==> config.mk <==
export PLATFORM = sky130hd
export DESIGN_NAME = cry_envelope
export DESIGN_NICKNAME = d
export VERILOG_FILES = /design/src/rtl/cry_pkg.sv /design/src/rtl/cry_window_avg.sv /design/src/rtl/cry_envelope.sv
export SDC_FILE = /design/constraint.sdc
export NUM_CORES = 1
export LEC_CHECK = 0
export ABC_AREA = 1
export CAP_MARGIN = 30
export CORE_MARGIN = 3
export CORE_UTILIZATION = 60
export DETAILED_ROUTE_END_ITERATION = 7
export PLACE_DENSITY = 0.8
export SYNTH_ARGS = -nofsm -noshare
export SYNTH_HDL_FRONTEND = slang
export SYNTH_SLANG_ARGS = --single-unit
==> constraint.sdc <==
create_clock -name clk -period 5.3 [get_ports clk]
set_input_delay 0.795 -clock clk [delete_from_list [all_inputs] [get_ports clk]]
set_output_delay 0.795 -clock clk [all_outputs]
set_load 0.02 [all_outputs]
==> src/rtl/cry_pkg.sv <==
// Shared types, widths and small helpers for the cry-envelope front end.
package cry_pkg;

    typedef enum logic [0:0] {
        ACCUM  = 1'b0,
        UPDATE = 1'b1
    } cry_state_t;

    localparam int         LEVEL_W = 8;
    localparam logic [6:0] MAG_MAX = 7'd127;
    localparam int         CLIP_W  = 4;

    // -128 has no positive counterpart in 8 bits, so it saturates to 127.
    function automatic logic [6:0] rectify(input logic [7:0] s);
        if (s == 8'h80) begin
            return MAG_MAX;
        end else if (s[7]) begin
            return ~s[6:0] + 7'd1;
        end else begin
            return s[6:0];
        end
    endfunction

    function automatic logic is_clip(input logic [7:0] s);
        return (s == 8'h80) || (s == 8'h7F);
    endfunction

endpackage

==> src/rtl/cry_window_avg.sv <==
// Rectifies incoming samples and sums them over a 2**WIN_LOG2 sample window.
// window_done marks the valid sample that completes the window.
module cry_window_avg
    import cry_pkg::*;
#(
    parameter int WIN_LOG2 = 4
) (
    input  logic       clk,
    input  logic       reset,
    input  logic [7:0] sample_in,
    input  logic       sample_valid,
    input  logic       clear,
    output logic [6:0] avg,
    output logic       window_done
);

    localparam int ACC_W = 7 + WIN_LOG2;

    logic [ACC_W-1:0]    acc;
    logic [WIN_LOG2-1:0] cnt;
    logic [6:0]          mag;

    assign mag         = rectify(sample_in);
    assign window_done = sample_valid && !clear && (cnt == '1);
    assign avg         = acc[ACC_W-1 -: 7];

    // While clear is high the finished sum is being consumed; a sample arriving
    // then becomes the first member of the next window instead of being lost.
    always_ff @(posedge clk) begin
        if (reset) begin
            acc <= '0;
            cnt <= '0;
        end else if (clear) begin
            if (sample_valid) begin
                acc <= ACC_W'(mag);
                cnt <= WIN_LOG2'(1);
            end else begin
                acc <= '0;
                cnt <= '0;
            end
        end else if (sample_valid) begin
            acc <= acc + ACC_W'(mag);
            cnt <= cnt + WIN_LOG2'(1);
        end
    end

endmodule

==> src/rtl/cry_envelope.sv <==
// Loudness envelope for huilVolume: windowed average, peak-hold with linear
// decay, and a request/ready handshake that latches the newest level.
module cry_envelope
    import cry_pkg::*;
#(
    parameter int WIN_LOG2 = 4,
    parameter int DECAY    = 2,
    parameter int CLIP_MAX = 15
) (
    input  logic              clk,
    input  logic              reset,
    input  logic [7:0]        sample_in,
    input  logic              sample_valid,
    input  logic              dsp_ctrl,
    output logic [LEVEL_W-1:0] dsp_out,
    output logic              dsp_ready,
    output logic [CLIP_W-1:0] clip_count
);

    cry_state_t         state;
    cry_state_t         state_next;
    logic [LEVEL_W-1:0] held;
    logic [LEVEL_W-1:0] held_next;
    logic [LEVEL_W-1:0] scaled;
    logic [LEVEL_W-1:0] decayed;
    logic [6:0]         avg;
    logic               window_done;
    logic               ctrl_q;
    logic               request;
    logic               clip_hit;

    cry_window_avg #(
        .WIN_LOG2(WIN_LOG2)
    ) u_window_avg (
        .clk         (clk),
        .reset       (reset),
        .sample_in   (sample_in),
        .sample_valid(sample_valid),
        .clear       (state == UPDATE),
        .avg         (avg),
        .window_done (window_done)
    );

    // avg is at most 127, so doubling it always fits without saturation logic.
    assign scaled   = {avg, 1'b0};
    assign decayed  = (held >= LEVEL_W'(DECAY)) ? held - LEVEL_W'(DECAY) : '0;
    assign request  = dsp_ctrl && !ctrl_q;
    assign clip_hit = sample_valid && is_clip(sample_in);

    always_ff @(posedge clk) begin
        if (reset) begin
            state <= ACCUM;
        end else begin
            state <= state_next;
        end
    end

    always_comb begin
        state_next = state;
        held_next  = held;
        case (state)
            ACCUM: begin
                if (window_done) begin
                    state_next = UPDATE;
                end
            end
            UPDATE: begin
                state_next = ACCUM;
                held_next  = (scaled > decayed) ? scaled : decayed;
            end
            default: begin
                state_next = ACCUM;
            end
        endcase
    end

    // A request latches held_next so an update landing in the same cycle is
    // already visible to huilVolume.
    always_ff @(posedge clk) begin
        if (reset) begin
            held       <= '0;
            ctrl_q     <= 1'b0;
            dsp_out    <= '0;
            dsp_ready  <= 1'b0;
            clip_count <= '0;
        end else begin
            held      <= held_next;
            ctrl_q    <= dsp_ctrl;
            dsp_ready <= request;
            if (request) begin
                dsp_out    <= held_next;
                clip_count <= clip_hit ? CLIP_W'(1) : '0;
            end else if (clip_hit && (clip_count != CLIP_W'(CLIP_MAX))) begin
                clip_count <= clip_count + CLIP_W'(1);
            end
        end
    end

endmodule

# ---- Word level (Yosys, flattened, before mapping)
# Index checks and enable logic that the tools add are counted.
dict set report word_totals {
  regBits 38
  latch_bits 0
  mem_bits_rw 0
  romBits 0
  input_bits 12
  output_inout_bits 13
  memories 0
}
dict set report op_classes {
  n_addsub 5
  multipliers 0
  n_div 0
  n_lt_le_gt_ge 2
  eq_ne 4
  shifts 0
  n_mux 16
  n_bitwise 2
  n_reduce_logical 10
}
# op n
set ops {}
lappend ops {{2-to-1 mux 8 bit} 3}
lappend ops {{2-to-1 mux 11 bit} 2}
lappend ops {{2-to-1 mux 7 bit} 3}
lappend ops {{2-to-1 mux 4 bit} 4}
lappend ops {{adder 11 x 7 -> 11 bit} 1}
lappend ops {{adder 4 x 1 -> 4 bit, second input constant} 2}
lappend ops {{equality test 8 x 7 -> 1 bit, second input constant} 1}
lappend ops {{equality test 8 bit, second input constant} 1}
lappend ops {{>= comparator 8 x 2 -> 1 bit, second input constant} 1}
lappend ops {{greater-than comparator 8 bit} 1}
lappend ops {{subtractor 8 x 2 -> 8 bit, second input constant} 1}
lappend ops {{adder 7 x 1 -> 7 bit, second input constant} 1}
lappend ops {{NOT 7 bit} 1}
lappend ops {{logical AND 1 bit} 5}
lappend ops {{equality test 4 bit, second input constant} 1}
lappend ops {{!= test 4 bit, second input constant} 1}
lappend ops {{nonzero test 2 bit} 2}
lappend ops {{2-to-1 mux 1 bit} 3}
lappend ops {{logical NOT 1 bit} 2}
lappend ops {{one-hot mux 1 bit (2 select lines)} 1}
lappend ops {{logical OR 1 bit} 1}
lappend ops {{NOT 1 bit} 1}

# ---- Longest topological paths before layout
dict set report logic_depth {
  ltp_word 7
  mapped_depth 18
  depth_no_buf 18
}

# ---- Hierarchy
# From an unflattened synthesis, not the netlist that was laid out.
dict set report hier_totals {
  cells_unflattened 413
  hier_area_um2 2824.0
}
# mod n_inst cells_each area_per_inst_um2
set modules_own_cells {}
lappend modules_own_cells {cry_envelope 1 208 1457.6}
lappend modules_own_cells {cry_window_avg 1 205 1366.3}

# ---- Least setup slack after synthesis
# No wires, ideal clock.
dict set report synth_timing {
  path_kind {input to register}
  startpoint {input sample_in[0]}
  endpoint {register u_window_avg.acc[8]}
  setup_ns 0.118
  arrival_time_ns 2.643
  t_required_ns 5.182
  path_slack_ns 2.539
  cell_stages 17
  path_buffers 0
  cell_sequence {inv_1 -> ha_1 -> nand3_1 -> nor2_2 -> nand2_2 -> nand2_1 -> ha_1 -> inv_1 -> fa_1 -> inv_1 -> nand3_1 -> nand3_1 -> nand2_1 -> a21oi_1 -> nor2_1 -> nor3_1 -> nor2_1}
}
dict set report synth_via {
  elab_chain_len 7
}
# item line_no
set synth_lines {}
lappend synth_lines {{from (decl)} cry_envelope.sv:12} ;# input logic [7:0] sample_in,
lappend synth_lines {{NOT 7 bit} cry_pkg.sv:18} ;# return ~s[6:0] + 7'd1;
lappend synth_lines {{adder 7 x 1 -> 7 bit} cry_pkg.sv:18}
lappend synth_lines {{2-to-1 mux 7 bit} cry_pkg.sv:17} ;# end else if (s[7]) begin
lappend synth_lines {{2-to-1 mux 7 bit (*)} cry_pkg.sv:15} ;# if (s == 8'h80) begin
lappend synth_lines {{adder 11 x 7 -> 11 bit (*)} cry_window_avg.sv:42} ;# acc <= acc + ACC_W'(mag);
lappend synth_lines {{2-to-1 mux 11 bit (*)} cry_window_avg.sv:41} ;# end else if (sample_valid) begin
lappend synth_lines {{2-to-1 mux 11 bit (*)} cry_window_avg.sv:33} ;# end else if (clear) begin
lappend synth_lines {{to (signal assigned)} cry_window_avg.sv:35} ;# acc <= ACC_W'(mag);
lappend synth_lines {{to (signal assigned)} cry_window_avg.sv:42}
lappend synth_lines {{to (decl)} cry_window_avg.sv:19} ;# logic [ACC_W-1:0] acc;
# Every way passes the cells marked *; elsewhere a longest branch is shown, timed or not. The select of a mux whose other input is x is not followed.
# A chain may end at the register's enable or synchronous reset.

# ---- Worst setup path in the final report
# Same ends and word-level chain as after synthesis.

==> impl_metrics.yaml <==
status:
  outcome: "complete, no violations"
power_and_ir_drop:
  p_comb_share_pct: 24.4
  swShare_pct: 32.4
  clockPowerShare_pct: 31.1
  power_mw: 0.680
  power.density_nw_per_um2: 235
  p_int_mw: 0.460
  p_seq_share_pct: 44.5
  ir_worst_vdd_mv: 0.122
  leakagePower_nw: 1.38
  p_sw_mw: 0.220
routing:
  routedWlPerCell_um: 12.6
  drc_errors: 0
  viasPerCell: 5.53
  ant_nets: 0
  dr_total_vias: 2527
  drtIter0Drc: 155
  routed_wirelength_um: 5770
  first_pass_iters: 5
place:
  post-dp-hpwl_um: 4500
  io_buffers: 24
  place_ws_ns: 1.79
  placedCellCount: 449
  routabilityCongestion: 0.851
synth:
  synth_cells: 382
  ys_async_sr_fraction_pct: 0
  yosysTopAreaCell: "dfxtp_1"
  yosysWarnings: 0
  synthFlopType: "dfxtp_1"
  seq_area_frac_synth_pct: 30.1
  syn_nets: 414
  yosysMostFrequentCell: "nand2_1"
  synth_edf_count: 0
  synth_area_leaders: "dfxtp_1, nand2_1, ha_1"
  ys_ff_latch: 38
  synth_area_um2: 2530
  yosys.area.top_type_share_pct: 30.1
  synth_cell_types: 34
  ys_top_cells_by_count: "nand2_1, inv_1, dfxtp_1, nand3_1, nor2_1"
  postSynthAreaPerCell_um2: 6.62
job:
  maxCapViolations: 0
setup_path:
  required_ns: 5.53
  r2r_start: "held[1]"
  crit_path_end_kind: "flop"
  reg2reg_slack_ns: 2.79
  cp-start-kind: "input pin"
  crit_family: "simple AND/OR/NAND/NOR gates"
  cp.buffers_inverters: 4
  crit_slowest_cell: "clkdlybuf4s50_1"
  timing.rr.end: "dsp_out[1]"
  crit_chain: "clkdlybuf4s50_1, inv_1, ha_1, nand3_1, nor2_2, nand2_2, nand2_1, ha_1, inv_1, fa_1, inv_1, nand3_1, nand3_1, nand2_1, a21oi_1, nor2_1, nor2_1, o21ai_0, nor2_1"
  max_stage_delay_ns: 0.44
  cp_max_fo: 6
  r2r_cells: 17
  cp.arrival_ns: 3.48
  critPathKind: "input pin to flop"
clock_tree:
  numCtsBuffers: 5
  cts_tree: "yes"
  path_clk_slew_ns: 0.08
  clock_sinks: 38
  cts_root_buffer: "clkbuf_8"
  postCtsSetupRepairBufs: 0
  cts_resized: 0
  htree_levels: 2
  hold_buffers: 0
  clkLatencyLatePin_ns: 0.29
  clock_path_buffers: 2
grt:
  gr-usage-all-layers_pct: 23.1
  grt_pass1_vias: 2248
  grt_pass1_wl_um: 9520
  grt_overflow: 0
  antenna_found_initial: 0
  grt_max_degree: 24
min_path:
  min_from: "dsp_out[0]"
  hold_end: "dsp_out[0]"
  hold_path_class: "flop to flop"
  hold-path-cell-count: 2
floorplan:
  core-area_um2: 3850
  placementRows: 22
  chipWidth_um: 70.9
  die_area_um2: 5030
  die_y_um: 70.9
  initial_core_util_pct: 65.6
  io_pins: 25
sta:
  period_needed_ns: 3.24
  worst-slew-pin-transition_ns: 0.911
  skew_ns: 0.00508
  slew_viol_final: 0
  setup_tns_ns: 0
  finalHoldViolCount: 0
  period_share_pct: 61.2
  clock.fmax_ghz: 0.309
  finalSetupViolations: 0
  setup_ws_ns: 2.06
  rsz0062_at_grt: "no"
  slew_headroom_pct: 39.1
finish:
  nets: 440
  nFillCells: 333
  drive_gt1_share_pct: 9.54
  area_delta_synth_final_pct: 14.6
  stdcell_count: 457
  num_antenna_cells: 0
[cells by family (layout without fill, tap and decap cells)]
kind of cell             Yosys count  count (layout)  synth area share [%]
XOR/XNOR                           3               3                  1.04
adder cells (fa/ha/maj)           20              20                  10.2
AND/OR/NAND/NOR                  204             204                  36.4
buffers and inverters             57              84                  8.70
AO/OA/AOI/OAI                     60              60                  13.7
flip-flops                        38              38                  30.1
[worst max path at each step]
stage                     cells past startpoint  slack (ns)          from                   to
final                                        19        2.06  sample_in[0]  u_window_avg.acc[8]
after global routing                         19        1.79  sample_in[0]  u_window_avg.acc[8]
after CTS                                    19        2.09  sample_in[0]  u_window_avg.acc[8]
after detailed placement                     19        1.79  sample_in[0]  u_window_avg.acc[8]
after global placement                       19        1.94  sample_in[0]  u_window_avg.acc[8]
after floorplan                              17        2.54  sample_in[0]  u_window_avg.acc[8]
[routing by layer]
layer | GRT usage, % | part of all wire (%) | wire length [um] | vias to the layer above
met4 | 6.68 | 1.8 | 105 | 0
met2 | 39.6 | 47 | 2710 | 71
li1 | - | - | - | 1303
met5 | 0 | 0 | 0 | -
met3 | 3.98 | 4.6 | 268 | 15
met1 | 29.7 | 47 | 2690 | 1138
[flip-flops by register name, summed over array words and instances (netlist names)]
register          cells
dsp_out               8
u_window_avg.cnt      4
clip_count            4
dsp_ready             1
ctrl_q                1
held                  8
u_window_avg.acc     11
state                 1
[worst min-delay path: stages (launching register included)]
cell and delay (ns):
dfxtp_1 0.32, nand2_1 0.06, nand2_1 0.04
[layout make-up]
type	count	area (um2)	share of cell area [%]
Multi-Input combinational cell	287	1550	53.4
Sequential cell	38	761	26.2
Timing Repair Buffer	24	240	8.28
Inverter	52	195	6.73
Clock buffer	6	82.6	2.85
Tap cell	48	60.1	2.07
Clock inverter	2	12.5	0.431
[power by group through the flow]
stage / Sequential (mW) / Combinational [mW] / Clock [mW]
3_5_place_dp: 0.309 / 0.163 / 0
4_1_cts: 0.302 / 0.164 / 0.215
5_1_grt: 0.304 / 0.188 / 0.226
6_report: 0.303 / 0.166 / 0.212
3_3_place_gp: 0.309 / 0.159 / 0
2_1_floorplan: 0.307 / 0.126 / 0
[cell usage in the layout, fill, tap and decap left out, drive strengths merged, types with 4 or more instances in the layout]
| cell type | n |
|---|---|
| dfxtp | 38 |
| nor3 | 9 |
| a31oi | 4 |
| nand4 | 5 |
| clkdlybuf4s50 | 24 |
| clkbuf | 6 |
| nand2 | 118 |
| ha | 19 |
| inv | 52 |
| o21ai | 22 |
| nand3 | 35 |
| nor2 | 33 |
| a21oi | 28 |
[per-stage QoR]
| stage | cell area, um2 | utilization [%] | hold slack [ns] |
|---|---|---|---|
| after floorplan | 2530 | - | 0.423 |
| after global placement | 2810 | 72.8 | 0.439 |
| after detailed placement | 2810 | 72.8 | 0.445 |
| after CTS | 2900 | 75.3 | 0.458 |
| after global routing | 2900 | 75.3 | 0.480 |
| final | 2900 | 75.3 | 0.455 |
Note: power is estimated with default switching activity, not from simulation.
